`src/rtl/pipe_csel_adder.sv`:
```
// Pipelined carry-select adder/subtractor with a valid/ready handshake.
// Stage k resolves BPS carry-select blocks; the final stage register drives the outputs.
module pipe_csel_adder #(
  parameter int WIDTH  = 32,
  parameter int BLK    = 4,
  parameter int STAGES = 2
) (
  input  logic             clk,
  input  logic             rst,
  input  logic             in_valid,
  output logic             in_ready,
  input  logic [WIDTH-1:0] a,
  input  logic [WIDTH-1:0] b,
  input  logic             ci,
  input  logic             sub,
  output logic             out_valid,
  input  logic             out_ready,
  output logic [WIDTH-1:0] s,
  output logic             co,
  output logic             ovf,
  output logic             zero
);

  localparam int NBLK = WIDTH / BLK;
  localparam int BPS  = NBLK / STAGES;
  localparam int LAST = STAGES - 1;
  // Inter-stage register count; kept at least 1 so the arrays stay legal when STAGES == 1.
  localparam int NREG = (STAGES > 1) ? STAGES - 1 : 1;

  typedef struct packed {
    logic             c;
    logic [WIDTH-1:0] sum;
  } stage_res_t;

  // One pipeline stage: BPS blocks, each precomputing both carry-in cases and
  // selecting with the carry rippling in from the block below.
  function automatic stage_res_t stage_add(
    input int               k,
    input logic [WIDTH-1:0] op_a,
    input logic [WIDTH-1:0] op_b,
    input logic [WIDTH-1:0] sum_in,
    input logic             c_in
  );
    stage_res_t   r;
    logic [BLK:0] s0;
    logic [BLK:0] s1;
    int           base;
    r.c   = c_in;
    r.sum = sum_in;
    for (int j = 0; j < BPS; j++) begin
      base = (k * BPS + j) * BLK;
      s0   = {1'b0, op_a[base +: BLK]} + {1'b0, op_b[base +: BLK]};
      s1   = {1'b0, op_a[base +: BLK]} + {1'b0, op_b[base +: BLK]} + {{BLK{1'b0}}, 1'b1};
      r.sum[base +: BLK] = r.c ? s1[BLK-1:0] : s0[BLK-1:0];
      r.c  = s0[BLK] | (s1[BLK] & r.c);
    end
    return r;
  endfunction

  logic             stall;
  logic             ovf_d;
  logic [WIDTH-1:0] st_a   [STAGES];
  logic [WIDTH-1:0] st_b   [STAGES];
  logic [WIDTH-1:0] st_sum [STAGES];
  logic             st_c   [STAGES];
  logic             st_v   [STAGES];
  stage_res_t       res    [STAGES];

  logic             reg_v   [NREG];
  logic             reg_c   [NREG];
  logic [WIDTH-1:0] reg_sum [NREG];
  logic [WIDTH-1:0] reg_a   [NREG];
  logic [WIDTH-1:0] reg_b   [NREG];

  // A stalled output freezes the whole pipe; an empty output slot never stalls.
  assign stall    = out_valid & ~out_ready;
  assign in_ready = ~stall;

  // NOTE: every variable this block writes gets a value on every pass, so no latch is inferred.
  always_comb begin
    st_a[0]   = a;
    st_b[0]   = sub ? ~b : b;
    st_sum[0] = '0;
    st_c[0]   = ci ^ sub;
    st_v[0]   = in_valid;
    for (int k = 1; k < STAGES; k++) begin
      st_a[k]   = reg_a[k-1];
      st_b[k]   = reg_b[k-1];
      st_sum[k] = reg_sum[k-1];
      st_c[k]   = reg_c[k-1];
      st_v[k]   = reg_v[k-1];
    end
    for (int k = 0; k < STAGES; k++) begin
      res[k] = stage_add(k, st_a[k], st_b[k], st_sum[k], st_c[k]);
    end
    // Carry into the MSB is recovered from the MSB sum bit and its two operand bits.
    ovf_d = st_a[LAST][WIDTH-1] ^ st_b[LAST][WIDTH-1] ^ res[LAST].sum[WIDTH-1] ^ res[LAST].c;
  end

  // NOTE: state is updated with <= so each stage captures the previous stage's pre-edge value.
  always_ff @(posedge clk) begin
    if (rst) begin
      for (int k = 0; k < NREG; k++) reg_v[k] <= 1'b0;
      out_valid <= 1'b0;
      s         <= '0;
      co        <= 1'b0;
      ovf       <= 1'b0;
      zero      <= 1'b0;
    end else if (!stall) begin
      for (int k = 0; k < LAST; k++) reg_v[k] <= st_v[k];
      out_valid <= st_v[LAST];
      s         <= res[LAST].sum;
      co        <= res[LAST].c;
      ovf       <= ovf_d;
      zero      <= ~|res[LAST].sum;
    end
  end

  // NOTE: inter-stage payload has no reset; a slot's valid bit alone decides whether it is live.
  always_ff @(posedge clk) begin
    if (!stall) begin
      for (int k = 0; k < LAST; k++) begin
        reg_c[k]   <= res[k].c;
        reg_sum[k] <= res[k].sum;
        reg_a[k]   <= st_a[k];
        reg_b[k]   <= st_b[k];
      end
    end
  end

endmodule

```
`config.mk`:
```
export PLATFORM = sky130hd
export DESIGN_NAME = pipe_csel_adder
export DESIGN_NICKNAME = d
export VERILOG_FILES = /design/src/rtl/pipe_csel_adder.sv
export SDC_FILE = /design/constraint.sdc
export NUM_CORES = 1
export LEC_CHECK = 0
export BUFFER_PORTS_ARGS = -buffer_cell sky130_fd_sc_hd__buf_2
export CELL_PAD_IN_SITES_DETAIL_PLACEMENT = 1
export CELL_PAD_IN_SITES_GLOBAL_PLACEMENT = 2
export CORE_ASPECT_RATIO = 1.75
export CORE_MARGIN = 2
export CORE_UTILIZATION = 31
export DETAILED_ROUTE_END_ITERATION = 7
export GPL_TIMING_DRIVEN = 0
export PLACE_DENSITY = 0.73
export SLEW_MARGIN = 20
export SYNTH_ARGS = -nofsm -noshare
export SYNTH_HDL_FRONTEND = slang
export SYNTH_SLANG_ARGS = --single-unit
```
`constraint.sdc`:
```
create_clock -name clk -period 3.8 [get_ports clk]
set_clock_uncertainty 0.05 [all_clocks]
set_input_delay 0.38 -clock clk [delete_from_list [all_inputs] [get_ports clk]]
set_output_delay 0.38 -clock clk [all_outputs]
set_load 0.01 [all_outputs]
```
Word level (Yosys, flattened, before mapping)
Memories as Yosys holds them, arrays and structs flattened. A register that Yosys moved wholly into a read port is not among the register bits.
Index checks and enable logic that the tools add are counted.

cells by class
  add/subtract/negate cells = 16
  $mul = 0
  divide/modulo/power cells = 0
  $lt $le $gt $ge = 0
  eq/ne operators = 0
  shifts and indexed selects = 0
  multiplexer cells = 16
  bitwise gates (word level) = 24
  reduce and logical (&&, ||, !) cells = 4

operator list
  kind                   count
  $add A4 B4 Y5          8
  $add A5 B1 Y5 const B  8
  $mux W32               1
  $mux W4                8
  $not A32 Y32           1
  $reduce_or A32 Y1      1
  $and A1 B1 Y1          9
  $or A1 B1 Y1           8
  $mux W1                7
  $xor A1 B1 Y1          4
  $logic_not A1 Y1       2
  $not A1 Y1             2
  $reduce_or A1 Y1       1

storage, ports and cells
  register bits after elaboration = 35
  bits in latches = 0
  RAM bits = 82
  ROM bits = 0
  input port bits = 70
  output and inout bits = 37
  word-level logic and storage cells = 69
  memories = 5

memory list
  name     depth  width  rd ports  clocked after Yosys merged registers in  wr ports  RTL line  source
  reg_a    1      32     1         0                                        1         72        logic [WIDTH-1:0] reg_a [NREG];
  reg_b    1      32     1         0                                        1         73        logic [WIDTH-1:0] reg_b [NREG];
  reg_sum  1      16     1         0                                        1         71        logic [WIDTH-1:0] reg_sum [NREG];
  reg_c    1      1      1         0                                        1         70        logic reg_c [NREG];
  reg_v    1      1      1         1                                        1         69        logic reg_v [NREG];

Depth between registers and ports, before layout
  word-level depth = 12
  depth in mapped cells = 13
  mapped depth without buffers = 10

Least setup slack after synthesis
Ideal clock, no wire load.

  kind = input-to-reg
  start = input sub
  end = memory reg_sum[0][13] in the netlist's numbering, data pin
  setup time = 0.260 ns
  data arrival time = 3.565 ns
  required time = 3.490 ns
  setup slack = -0.074 ns
  stages on the path = 13
  path buffers = 3
  cells stage by stage = clkbuf_1 clkbuf_1 xor2_1 ha_1 inv_1 fa_1 xor2_1 nor2b_1 a311o_1 a41o_1 buf_2 a31oi_1 mux2_2

RTL lines
  item             RTL line  source
  start, declared  15        input logic sub,
  end, declared    71

==> run metrics <==
ordered list of cells on the worst path clkbuf_1 > clkbuf_1 > xor2_1 > ha_1 > inv_1 > fa_1 > inv_1 > ha_1 > a41o_1 > buf_2 > a31oi_2 > mux2_2; Main synth FF type edfxtp_1; post-layout min period 3.57 ns; fraction of registers with async set/reset 0%; CP top delay family buffers and inverters; static leakage 2.81 nW; delay of the slowest critical-path stage approximately 0.74 ns; Post-Syn Area around 5100 sq um; Starting Density about a third; clock slew at reported path FFs ~0.060 ns; Post-Syn Nets a little over 600; Area after DPL about 6000 sq um; Layout fillers 1,904; worst-skew pair later-pin latency approximately 0.34 ns; post-route ant nets 0; # Max-Cap Violations 0; Slew Viols, Final 0; Critical Path Start sub; fin worst setup slack about 0.23 ns; RSZ-0062 raised after global routing false; CORE AREA approximately 16,000 sq um; share of layout cells above drive strength 1 between 20% and 30%; Post-Layout Inst Area about 6300 sq um; multi-input logic area 2790 sq um; DRC Markers 0; Final Hold Vio Count 0; nets@finish about 740; largest net degree at the start of global routing 32; initial antenna violation count 1; Seq/Total Area, Yosys between 40% and 50%; CP Class input pin to flip-flop; number of global-route vias before repair around 4,500; clock root cell clkbuf_16; status completed; CTS Sinks 86; Storage cell area 2220 sq um; Max rail drop VDD around 180 uV; CTS tree built; Post-synth EDFFs 50; synth warn 0; HP Start a[26]; H-tree lvl count 3; WL per Instance between 15 and 20 microns; Vias between 4,000 and 5,000; die height ~170 microns; GRT Overall Usage between 15 and 20%; CTS Buffer Depth 2; via/cell ratio ~4.9; final setup vio count 0; Buf+Inv Stages, Crit Path 5; CP required between 3 and 4 ns; total power ~3.2 mW; Worst Tran Pin Value about 1.1 ns; Detailed Place HPWL around 11,000 microns; RR Startpoint reg_a[0][16]; DR pass1 iterations 4; Post-Layout Cell Count between 800 and 900; CP max FO 10; Hold Path Class input pin to flip-flop; global-route wire length before repair approximately 22,000 microns; total gr overflow 0; FMAX 280 MHz; Buffers on Ports 104; Area Overhead vs Synth 22.3%; die area 17,700 sq um; power density over the cells 508 nW/um^2; Inserted Clock Buffers 9; worst path arrival time ~3.6 ns; register bit total from synthesis 86; placed insts between 800 and 900; Setup crit end kind flip-flop; Netlist cell types 55; commonest non-fill, non-tap cell in the layout buf_2; ratio of final minimum period to clock period roughly 94%; hold slack about 0.16 ns; DRT Wirelength roughly 14,000 microns; total negative slack 0 ns; end-of-flow core utilization roughly two fifths; Synth Area per Inst ~10 sq um; Max stage delay cell, worst path clkbuf_1; Slew HR between 20 and 30%; FP Rows just over 60; n_diodes 0; RePlAce Congestion just under 0.8; Die W about 100 microns; startpoint type of the worst setup path input pin; most frequent cells in the layout buf_2 (105), nand2_1 (67), edfxtp_1 (50); Syn Inst Count around 500; IO Pins roughly 110; Starting DRT DRC Count 85; Place WS -0.342 ns
## kinds of logic (layout without fill, tap and decap cells)
group	count (synthesis)	count (layout)	share of synthesized area [%]
xor gates and xnor gates	71	71	12.1
adders and majority gates	48	48	12.8
and+or+nand+nor	146	146	13.5
buffers and inverters	40	163	2.94
DFF	86	86	43.2
AOI/OAI and AO/OA	104	104	13.8
muxes	8	8	1.65
## cell type report
cell class | instances | area share, %
Clock buffer | 11 | 4.04
Sequential cell | 86 | 35.3
Buffer | 18 | 1.21
Inverter | 22 | 1.31
Timing Repair Buffer | 107 | 8.83
Multi-Input combinational cell | 377 | 44.3
Tap cell | 224 | 4.46
Clock inverter | 5 | 0.478
## worst paths after layout
check                                      end  slack, ns  depth (start not counted)
worst max-delay path            reg_sum[0][13]       0.23                         12
worst min-delay path              reg_a[0][26]       0.16                          1
worst max register to register            zero       0.27                         11
worst min register to register            s[4]       0.41                          2
## state kept, by name (all words and copies together), names as in the netlist
signal / cells
reg_sum: 16
reg_v: 1
co: 1
s: 32
reg_a: 16
reg_c: 1
zero: 1
ovf: 1
out_valid: 1
reg_b: 16
## where the power goes
| part | internal [mW] | leakage [nW] | total, mW | switching, mW |
|---|---|---|---|---|
| registers | 1.19 | 0.824 | 1.30 | 0.102 |
| clock network | 0.481 | 0.141 | 0.840 | 0.358 |
| logic | 0.463 | 1.85 | 1.06 | 0.596 |
## routing by layer
metal  wire length (microns)  up-vias  GRT usage (%)
met5                      16        -              0
met4                     258        2           5.63
met3                     545       19           3.26
met2                    8030       79           32.1
met1                    4870     2002           15.6
li1                        -     2031              -
## Yosys cell counts, types with 3 or more instances
cell,count,area [sq um]
ha_1,40,500
mux2_2,4,45.0
inv_1,21,78.8
dfxtp_1,36,721
nand2b_1,5,31.3
nor2b_1,9,56.3
nor4_1,7,43.8
nor3b_1,3,22.5
nand4_1,4,25.0
fa_1,8,160
a31oi_1,4,25.0
xor2_1,47,412
mux2i_1,4,40.0
a21o_1,14,105
nand2_1,67,251
edfxtp_1,50,1500
nor3_1,4,20.0
and3_1,5,31.3
nand3_1,9,45.0
clkbuf_1,16,60.1
a21oi_1,37,185
a311o_1,3,30.0
a211oi_1,12,90.1
nor2_1,22,82.6
xnor2_1,24,210
o21ai_0,11,55.1
a21boi_0,3,22.5
## repair_timing
action | 4_1_cts | 5_1_grt
hold buffers | 0 | 0
setup endpoints to repair | 0 | 5
resized for setup | 0 | 7
setup buffers | 0 | 2
Note: power is estimated with default switching activity, not from simulation.
